### config.mk
export PLATFORM = sky130hd
export DESIGN_NAME = pc_gen_unit
export DESIGN_NICKNAME = d
export VERILOG_FILES = /design/src/rtl/pc_gen_pkg.sv /design/src/rtl/pc_gen_unit_redirect_buf.sv /design/src/rtl/pc_gen_unit.sv
export SDC_FILE = /design/constraint.sdc
export NUM_CORES = 1
export LEC_CHECK = 0
export ABC_AREA = 1
export CORE_UTILIZATION = 44
export CTS_BUF_LIST = sky130_fd_sc_hd__clkbuf_8
export DETAILED_ROUTE_END_ITERATION = 10
export PLACE_DENSITY_LB_ADDON = 0.12
export SLEW_MARGIN = 20
export SYNTH_ARGS = -nofsm -noshare
export SYNTH_HDL_FRONTEND = slang
export SYNTH_SLANG_ARGS = --single-unit
export TNS_END_PERCENT = 10
### constraint.sdc
create_clock -name clk -period 1.8 [get_ports clk]
set_clock_uncertainty 0.05 [all_clocks]
set_input_delay 0.54 -clock clk [delete_from_list [all_inputs] [get_ports clk]]
set_output_delay 0.54 -clock clk [all_outputs]
set_load 0.02 [all_outputs]
### src/rtl/pc_gen_pkg.sv
// pc_gen_pkg: shared types and helpers for the IF-stage program-counter generator.
//   pcg_state_e  - generator FSM states (post-reset hold, running)
//   redir_src_e  - origin of a buffered redirect (branch or trap)
//   align_pc()   - clears the low alignment bits of a redirect target
package pc_gen_pkg;

  typedef enum logic {
    PCG_HOLD = 1'b0,
    PCG_RUN  = 1'b1
  } pcg_state_e;

  typedef enum logic {
    SRC_BR   = 1'b0,
    SRC_TRAP = 1'b1
  } redir_src_e;

  // Widest PC the helper handles; callers zero-extend in and truncate out.
  localparam int unsigned PCG_MAX_XLEN = 64;

  function automatic logic [PCG_MAX_XLEN-1:0] align_pc(
    input logic [PCG_MAX_XLEN-1:0] addr,
    input int unsigned             align_bits
  );
    logic [PCG_MAX_XLEN-1:0] mask;
    mask = '1;
    mask = mask << align_bits;
    return addr & mask;
  endfunction

endpackage

### src/rtl/pc_gen_unit_redirect_buf.sv
// pc_redirect_buf: one-entry buffer holding a redirect that arrived while
// the pipeline was stalled.
//   clk, rst_n         - clock, async active-low reset
//   capture_i          - store src_i/target_i this edge
//   src_i, target_i    - source and (already aligned) target of the redirect
//   clear_i            - drop the entry (wins over capture)
//   valid_o, src_o,
//   target_o           - registered buffer contents
// A branch never replaces a buffered trap; anything else overwrites.
module pc_redirect_buf
  import pc_gen_pkg::*;
#(
  parameter int unsigned XLEN = 32
) (
  input  logic            clk,
  input  logic            rst_n,
  input  logic            capture_i,
  input  redir_src_e      src_i,
  input  logic [XLEN-1:0] target_i,
  input  logic            clear_i,
  output logic            valid_o,
  output redir_src_e      src_o,
  output logic [XLEN-1:0] target_o
);

  logic            valid_q, valid_d;
  redir_src_e      src_q,   src_d;
  logic [XLEN-1:0] tgt_q,   tgt_d;
  logic            keep_trap;

  assign keep_trap = valid_q && (src_q == SRC_TRAP) && (src_i == SRC_BR);

  always_comb begin
    valid_d = valid_q;
    src_d   = src_q;
    tgt_d   = tgt_q;
    if (clear_i) begin
      valid_d = 1'b0;
      src_d   = SRC_BR;
      tgt_d   = '0;
    end else if (capture_i && !keep_trap) begin
      valid_d = 1'b1;
      src_d   = src_i;
      tgt_d   = target_i;
    end
  end

  always_ff @(posedge clk or negedge rst_n) begin
    if (!rst_n) begin
      valid_q <= 1'b0;
      src_q   <= SRC_BR;
      tgt_q   <= '0;
    end else begin
      valid_q <= valid_d;
      src_q   <= src_d;
      tgt_q   <= tgt_d;
    end
  end

  assign valid_o  = valid_q;
  assign src_o    = src_q;
  assign target_o = tgt_q;

endmodule

### src/rtl/pc_gen_unit.sv
// pc_gen_unit: program-counter generator for the IF stage.
//   clk, rst_n          - clock, async active-low reset
//   stall               - hold pc this cycle (redirects get buffered)
//   trap_valid/trap_pc  - trap redirect, highest priority
//   br_valid/br_pc      - branch/jump redirect from EX
//   pc                  - registered fetch address
//   pc_next_seq         - pc + 2**ALIGN_BITS (wraps)
//   fetch_valid         - registered, 1 once the post-reset hold is over
//   pending_valid       - registered, 1 while a redirect is buffered
// After reset the FSM sits in HOLD for RESET_HOLD_CYCLES edges with pc at
// RESET_VECTOR, ignoring all inputs, then runs until the next reset.
module pc_gen_unit
  import pc_gen_pkg::*;
#(
  parameter int unsigned     XLEN              = 32,
  parameter logic [XLEN-1:0] RESET_VECTOR      = '0,
  parameter int unsigned     RESET_HOLD_CYCLES = 1,
  parameter int unsigned     ALIGN_BITS        = 2
) (
  input  logic            clk,
  input  logic            rst_n,
  input  logic            stall,
  input  logic            trap_valid,
  input  logic [XLEN-1:0] trap_pc,
  input  logic            br_valid,
  input  logic [XLEN-1:0] br_pc,
  output logic [XLEN-1:0] pc,
  output logic [XLEN-1:0] pc_next_seq,
  output logic            fetch_valid,
  output logic            pending_valid
);

  localparam int unsigned     CNT_W     = $clog2(RESET_HOLD_CYCLES + 1);
  localparam logic [CNT_W-1:0] HOLD_INIT = CNT_W'(RESET_HOLD_CYCLES);
  localparam logic [XLEN-1:0] PC_STEP   = XLEN'(1) << ALIGN_BITS;

  pcg_state_e      state_q;
  logic [CNT_W-1:0] cnt_q;
  logic [XLEN-1:0] pc_q, pc_d;
  logic            fv_q;

  logic [XLEN-1:0] trap_tgt, br_tgt, redir_tgt;
  redir_src_e      redir_src;
  logic            in_run, buf_capture, buf_clear;
  logic            pend_valid;
  redir_src_e      pend_src_unused;
  logic [XLEN-1:0] pend_tgt;

  assign trap_tgt = XLEN'(align_pc(PCG_MAX_XLEN'(trap_pc), ALIGN_BITS));
  assign br_tgt   = XLEN'(align_pc(PCG_MAX_XLEN'(br_pc),   ALIGN_BITS));

  // Same-cycle trap and branch: the trap is the one that gets captured.
  assign redir_tgt = trap_valid ? trap_tgt : br_tgt;
  assign redir_src = trap_valid ? SRC_TRAP : SRC_BR;

  assign in_run      = (state_q == PCG_RUN);
  assign buf_capture = in_run && stall && (trap_valid || br_valid);
  // Any unstalled RUN edge either consumes the entry or supersedes it
  // with a fresh redirect, so the buffer is always emptied then.
  assign buf_clear   = in_run && !stall;

  pc_redirect_buf #(.XLEN(XLEN)) u_buf (
    .clk       (clk),
    .rst_n     (rst_n),
    .capture_i (buf_capture),
    .src_i     (redir_src),
    .target_i  (redir_tgt),
    .clear_i   (buf_clear),
    .valid_o   (pend_valid),
    .src_o     (pend_src_unused), // only the buffer's overwrite rule needs it
    .target_o  (pend_tgt)
  );

  assign pc_next_seq = pc_q + PC_STEP;

  always_comb begin
    pc_d = pc_q;
    if (!stall) begin
      if (trap_valid)      pc_d = trap_tgt;
      else if (br_valid)   pc_d = br_tgt;
      else if (pend_valid) pc_d = pend_tgt;
      else                 pc_d = pc_next_seq;
    end
  end

  always_ff @(posedge clk or negedge rst_n) begin
    if (!rst_n) begin
      state_q <= PCG_HOLD;
      cnt_q   <= HOLD_INIT;
      pc_q    <= RESET_VECTOR;
      fv_q    <= 1'b0;
    end else begin
      case (state_q)
        PCG_HOLD: begin
          cnt_q <= cnt_q - 1'b1;
          if (cnt_q == CNT_W'(1)) begin
            state_q <= PCG_RUN;
            fv_q    <= 1'b1;
          end
        end
        PCG_RUN: begin
          pc_q <= pc_d;
          fv_q <= 1'b1;
        end
        default: begin
          state_q <= PCG_HOLD;
          cnt_q   <= HOLD_INIT;
          pc_q    <= RESET_VECTOR;
          fv_q    <= 1'b0;
        end
      endcase
    end
  end

  assign pc            = pc_q;
  assign fetch_valid   = fv_q;
  assign pending_valid = pend_valid;

endmodule
==> results by group, run 1 <==
GRT
  – Number of global-route vias before repair: 4871
  – Largest net degree at the start of global routing: 49
  – Initial antenna violation count: 0
  – First-pass GRT wire length: 24000 um
  – Gr usage total: 0.300
  – Grt ovf: 0

Finish
  – Layout area overhead: 57.8%
  – Total Nets Final: 942
  – Antenna diodes: 0
  – Share of layout cells above drive strength 1: 0.316
  – Number of fill cells in the layout: approximately 830
  – Fin util: 0.723
  – Cell area after layout: 0.00710 mm2

Die
  – Die area: 0.0106 mm2
  – IO Pins: 135
  – Die X: 103 um
  – Starting Density: 0.458
  – Core Area: 0.00982 mm2
  – Die height: 103 um
  – Row count: 36

Timing
  – RSZ-0062 raised after global routing: yes
  – Max-slew violation count: 0
  – FMAX: 423 MHz
  – Final worst slack: -0.561 ns
  – Finish-stage setup viols: 29
  – Final hold violations: 0
  – Period utilization: 1.31
  – Fin crit period: 2.36 ns

Routing
  – Vias per cell: ~5.1
  – Initial drt markers: 274
  – ANT nets after route: 0
  – Final wirelength: about 15000 um
  – Drt pass-1 iters: 5
  – DRC: 0
  – Post-DR wirelength/cell: 15.1 um
  – Via Count: 5134

Clock network
  – TritonCTS buffer count: 9
  – CTS root buf: clkbuf_8
  – CTS tree: yes
  – Clk buf depth: 2
  – Clk_lat worst skew: around 0.36 ns
  – Worst-path clk slew: 0.08 ns
  – H-tree depth: 3
  – Clk sinks: 65

Flow run
  – Max_cap viols: 0

Placement
  – Final GP Congestion: a little over 0.9
  – Number of port buffers: 126
  – Area after DPL: 0.00683 mm2
  – Post-DP HPWL: 11400 um

Yosys
  – Largest cells by area after synthesis: dfrtp_1 (36%), nand2_1 (12%), a21oi_1 (8.5%)
  – Ys flop type: dfrtp_1
  – Post-Syn Area per Cell: 7.02 um2
  – Mapped cell area: 0.00450 mm2
  – Synth unique cells: 38
  – Sequential area share after synthesis: 0.362
  – Number of flops mapped to enable cells by yosys: 0
  – Synth area leader: dfrtp_1
  – Post-synth top area share: 0.356
  – Gate Count Post-Synth: 641
  – Post-synthesis async set-or-reset flop share: 1.00
  – #FFs+latches synth: 65
  – Synthesis Warnings: 0

Critical path
  – Worst setup SP type: flop
  – Cell Chain, Critical Path: ha_4 -> nand2_4 -> nor2_4 -> nand2_4 -> nor2_4 -> nand2_2 -> nand2_2 -> nand2_2 -> buf_6
  – Worst path required time: 1.21 ns
  – CP arrival: 1.77 ns
  – Worst Path Max Fanout: 7
  – Most frequent CP cell: nand2_2
  – Endpoint class of the critical path: primary output
  – Crit Path Class: reg2out
  – CP peak stage delay: 0.39 ns
  – Crit path max-delay cell type: dfrtp_2

Status
  – Failing checks: negative setup slack
  – Status: finished, violations left

Power and ir drop
  – Worst VDD drop: about 480 uV
  – PwrDens: 704 mW/mm2
  – Static Leak: 3.39 nW

Worst hold path
  – Worst hold path class: in2async
[power by group]
group          internal, W  switching, W
Combinational     0.000941       0.00113
Sequential         0.00160      0.000109
Clock             0.000582      0.000636
Total              0.00312       0.00187
[cells in the mapped netlist (5+ instances only)]
cell        n
a311oi_1    8
a21oi_2     5
xor2_1      5
nor2_2      7
buf_4       8
inv_1      85
nand2_1   139
nor2_1     69
nor2_4      6
o21ai_0    19
a21oi_1    76
o22ai_1    30
nand3_1    23
dfrtp_1    64
buf_2      13
a21boi_0   20
o21ai_1     9
clkbuf_1   13
nand2_2     9
[cells by family (layout without fill, tap and decap cells)]
group           Yosys count  after routing  share of synthesized area
flops                    65             65                      0.362
simple gates            267            267                      0.273
compound gates          178            178                      0.237
xor+xnor                  6              6                     0.0117
buf+inv                 123            356                      0.114
other cells               1              4                   0.000834
fa+ha+maj                 1              1                    0.00278
[per-layer routing]
metal | part of all wire | vias up | wire, um | global-route usage
met1 | 0.46 | 2395 | 6980 | 0.402
met3 | 0.053 | 20 | 802 | 0.0583
met4 | 0.015 | 0 | 226 | 0.0802
li1 | - | 2550 | - | -
met5 | 0 | - | 0 | 0
met2 | 0.47 | 169 | 7220 | 0.498
[area by class of cell]
cell class	instances	area [um2]	area share
clock buffer	11	151	0.0213
clock inverter	5	37.5	0.00529
inverter	88	335	0.0472
multi-input combinational	456	2550	0.359
sequential	65	1630	0.230
tap	133	166	0.0234
timing repair buffer	252	2230	0.314
[layout by cell type, fill, tap and decap left out, drive strengths merged]
cell,count
xnor2,1
buf,164
a21oi,81
conb,4
clkdlybuf4s50,62
clkbuf,16
o21ai,28
clkinvlp,2
or2,1
nand4,1
dfrtp,64
nand2,151
dlygate4sd2,4
clkdlybuf4s15,17
nand3b,2
nand3,25
dfstp,1
nor2,85
o22ai,30
a21boi,20
inv,90
a31oi,5
clkinv,1
ha,1
o211ai,2
and2,2
xor2,5
a311oi,8
a22oi,4
[worst max-delay path: cells and delay by family (launching register included)]
kind	cells	cell delay (ns)
simple gates	7	0.75
flops	1	0.39
fa+ha+maj	1	0.15
buf+inv	1	0.12
[state kept, by name (all words and copies together) (netlist names)]
signal	cells
in_run	1
fetch_valid	1
u_buf.valid_o	1
pc	30
u_buf.target_o	30
cnt_q	1
u_buf.src_o	1
[per-stage QoR]
step	power [W]	setup TNS [ns]	instances	setup WS, ns	hold WS, ns
after floorplan	0.00266	-2.01	644	-0.117	0.194
after global placement	0.00375	-33.37	992	-0.642	0.407
after detailed placement	0.00378	-34.90	992	-0.640	0.405
after CTS	0.00499	-14.17	1009	-0.580	0.126
after global routing	0.00526	-16.38	1010	-0.683	0.128
final	0.00500	-13.43	1010	-0.561	0.127
[path summary, 6_finish.rpt]
check                                       start                             end  slack, ns  depth (start not counted)
worst max-delay path            pc[2]$_DFFE_PN0P_                 pc_next_seq[22]      -0.56                          9
worst min-delay path                        rst_n  u_buf.target_o[12]$_DFFE_PN0P_       0.13                          2
worst max register to register  pc[2]$_DFFE_PN0P_              pc[18]$_DFFE_PN0P_       0.07                          9
worst min register to register  cnt_q$_DFFE_PN1N_               cnt_q$_DFFE_PN1N_       0.43                          2
max in group asynchronous                   rst_n               cnt_q$_DFFE_PN1N_       1.28                          2
min in group clk                cnt_q$_DFFE_PN1N_               cnt_q$_DFFE_PN1N_       0.43                          2
[what timing repair did]
item | in CTS | in global routing
buffers inserted | 1 | 1
pin swaps | 19 | 13
setup endpoints to repair | 71 | 58
resized for setup | 255 | 27
hold buffers | 0 | 0
(Power assumes the default switching activity.)
==> inputs of run 2 (changes only) <==
--- a/config.mk
+++ b/config.mk
@@ -6,6 +6,7 @@
 export NUM_CORES = 1
 export LEC_CHECK = 0
 export ABC_AREA = 1
+export CORE_ASPECT_RATIO = 0.9
 export CORE_UTILIZATION = 44
 export CTS_BUF_LIST = sky130_fd_sc_hd__clkbuf_8
 export DETAILED_ROUTE_END_ITERATION = 10
==> run 2 against run 1 <==
Against the previous run:
- the flow still finishes with violations (negative setup slack)
- first-iteration DRC count is 100% higher
- sequential cell count stayed put
- sequential share of layout area is 0.56 points lower
- global-route usage is 1.8 points higher
- highest routed layer unchanged
==> results by group, run 2 (synthesized netlist as in run 1, its figures left out) <==
Status
  – Status: finished, violations left
  – Failing checks: negative setup slack

Finish
  – Final non-filler cell total: 1020 (+0.99%)
  – Commonest non-fill, non-tap cell in the layout: buf_4
  – Layout area overhead: 61.9%
  – Number of fill cells in the layout: 776 (-6.3%)
  – Share of layout cells above drive strength 1: 0.369 (+0.0533)
  – Antenna diodes: 0 (unchanged)
  – Total Nets Final: 959 (+1.8%)
  – Commonest cells after routing, fill and taps aside: buf_4 (139), nand2_1 (103), inv_1 (84)

Critical path
  – CP peak stage delay: 0.40 ns (about the same)
  – Cell Chain, Critical Path: ha_4 -> nand2_4 -> nor2_4 -> nand2_4 -> nor2_4 -> nand3_2 -> nand2_2 -> buf_6
  – CP arrival: 1.80 ns (+0.03 ns)
  – Worst r2r dst: pc[22]$_DFFE_PN0P_
  – Internal reg-to-reg setup slack: -0.06 ns (-0.13 ns)
  – Worst path required time: 1.21 ns (about the same)
  – Crit Path Class: reg2out
  – Crit path max-delay cell type: dfrtp_2
  – Endpoint class of the critical path: primary output
  – Worst Path Max Fanout: 7 (unchanged)
  – Worst setup SP type: flop
  – Worst Reg-to-Reg Cells: 12 (+3)
  – RR Startpoint: pc[2]$_DFFE_PN0P_

Routing
  – Initial drt markers: 559 (+100%)
  – Routed wl met2: 7940 um (+10%)
  – DRC: 0 (unchanged)
  – Post-DR wirelength/cell: 16.1 um (+7.0%)
  – Final wirelength: 16400 um (+8.0%)
  – Via Count: 5441 (+6.0%)
  – Vias per cell: 5.33 (+4.9%)
  – Drt pass-1 iters: 5 (unchanged)
  – Metal3 WL: 1160 um (+44%)
  – Top Metal Used: met4
  – ANT nets after route: 0 (unchanged)
  – WL met1: 6980 um (+0.10%)

Clock network
  – CTS tree: yes
  – Clk buf depth: 2 (unchanged)
  – H-tree depth: 3 (unchanged)
  – Clk sinks: 65 (unchanged)
  – CTS root buf: clkbuf_8
  – Hold_buf cts: 0 (unchanged)
  – Clk_lat worst skew: 0.35 ns (about the same)
  – Worst-path clk slew: 0.08 ns (about the same)
  – TritonCTS buffer count: 9 (unchanged)

GRT
  – First-pass GRT wire length: 26500 um (+10%)
  – Gr usage total: 0.318 (+0.0176)
  – Grt ovf: 0 (unchanged)
  – Number of global-route vias before repair: 5531 (+14%)
  – Initial antenna violation count: 0 (unchanged)
  – Largest net degree at the start of global routing: 66 (+35%)

Die
  – Die area: 0.0106 mm2 (unchanged)
  – Starting Density: 0.460 (+0.00164)
  – Die height: 97.9 um (-5.0%)
  – Core Area: 0.00978 mm2 (-0.36%)
  – Row count: 34 (-5.6%)
  – Die X: 109 um (+5.3%)
  – IO Pins: 135 (unchanged)

Timing
  – Max-slew violation count: 0 (unchanged)
  – Period utilization: 1.33 (+0.0170)
  – RSZ-0062 raised after global routing: yes
  – Final hold violations: 0 (unchanged)
  – Finish-stage setup viols: 31 (+6.9%)
  – Setup TNS: -14.03 ns (-0.606 ns)
  – Fin crit period: 2.39 ns (+0.0306 ns)
  – FMAX: 418 MHz (-1.3%)
  – Final worst slack: -0.592 ns (-0.0306 ns)

Placement
  – Final GP Congestion: 0.927 (+1.1%)
  – Post-DP HPWL: 11900 um (+3.7%)
  – Placed cells: 991 (-0.10%)
  – Number of port buffers: 126 (unchanged)

Worst hold path
  – Worst hold path class: in2async

Power and ir drop
  – Static Leak: 3.49 nW (+3.1%)
  – PwrDens: 697 mW/mm2 (-1.0%)
  – Worst VDD drop: 439 uV (-7.8%)

Flow run
  – Max_cap viols: 0 (unchanged)
-- run 2: cell types whose count changed in the layout (fill, tap and decap cells not counted), moves of 6 or more --
cell / previous run / this run
clkbuf_2: 5 / 11
buf_4: 131 / 139
nor2_2: 10 / 16
buf_6: 11 / 24
nand2_2: 27 / 41
nor2_1: 60 / 51
nand2_1: 119 / 103
-- run 2: worst max-delay path by stage --
| stage | start | end | slack [ns] | cells after the start |
|---|---|---|---|---|
| 2_1_floorplan | pc[2]$_DFFE_PN0P_ | pc_next_seq[21] | -0.12 | 7 |
| 3_3_place_gp | pc[2]$_DFFE_PN0P_ | pc_next_seq[28] | -0.61 | 8 |
| 3_5_place_dp | pc[2]$_DFFE_PN0P_ | pc_next_seq[28] | -0.66 | 8 |
| 4_1_cts | pc[3]$_DFFE_PN0P_ | pc_next_seq[30] | -0.56 | 8 |
| 5_1_grt | pc[14]$_DFFE_PN0P_ | pc_next_seq[18] | -0.65 | 8 |
| 6_report | pc[2]$_DFFE_PN0P_ | pc_next_seq[26] | -0.59 | 8 |
-- run 2: cell type report --
class	count	area [um2]	area share
Multi-Input combinational cell	456	2640	0.363
Sequential cell	65	1630	0.224
Timing Repair Buffer	269	2330	0.320
Inverter	88	335	0.0461
Clock buffer	10	138	0.0189
Clock inverter	6	43.8	0.00601
Tap cell	126	158	0.0217
-- run 2: where the power goes --
group	total (W)	internal, W	switching [W]
registers	0.00172	0.00160	0.000118
clock network	0.00118	0.000539	0.000639
logic	0.00218	0.000992	0.00118
-- run 2: metrics by stage --
stage / hold slack (ns) / setup slack, ns / utilization / area [um2] / total power [W]
2_1_floorplan: 0.194 / -0.117 / - / 4530 / 0.00266
3_3_place_gp: 0.407 / -0.613 / 0.699 / 6840 / 0.00376
3_5_place_dp: 0.408 / -0.663 / 0.699 / 6840 / 0.00380
4_1_cts: 0.154 / -0.557 / 0.726 / 7100 / 0.00496
5_1_grt: 0.161 / -0.655 / 0.744 / 7280 / 0.00532
6_report: 0.122 / -0.592 / 0.744 / 7280 / 0.00507
-- run 2: repair_timing --
item,in CTS,in global routing
resized for setup,256,95
setup endpoints to repair,63,102
pin swaps,22,29
setup buffers,6,7
-- run 2: critical path: cells and delay by family, from the launching register on --
kind | cells | cell delay (ns)
DFF | 1 | 0.40
and+or+nand+nor | 6 | 0.76
adders and majority gates | 1 | 0.17
buffers and inverters | 1 | 0.11
-- run 2: metal layers --
metal / up-vias / global-route usage
met4: 0 / 0.0925
li1: 2590 / -
met1: 2545 / 0.425
met3: 39 / 0.0467
met2: 267 / 0.531
met5: - / 0
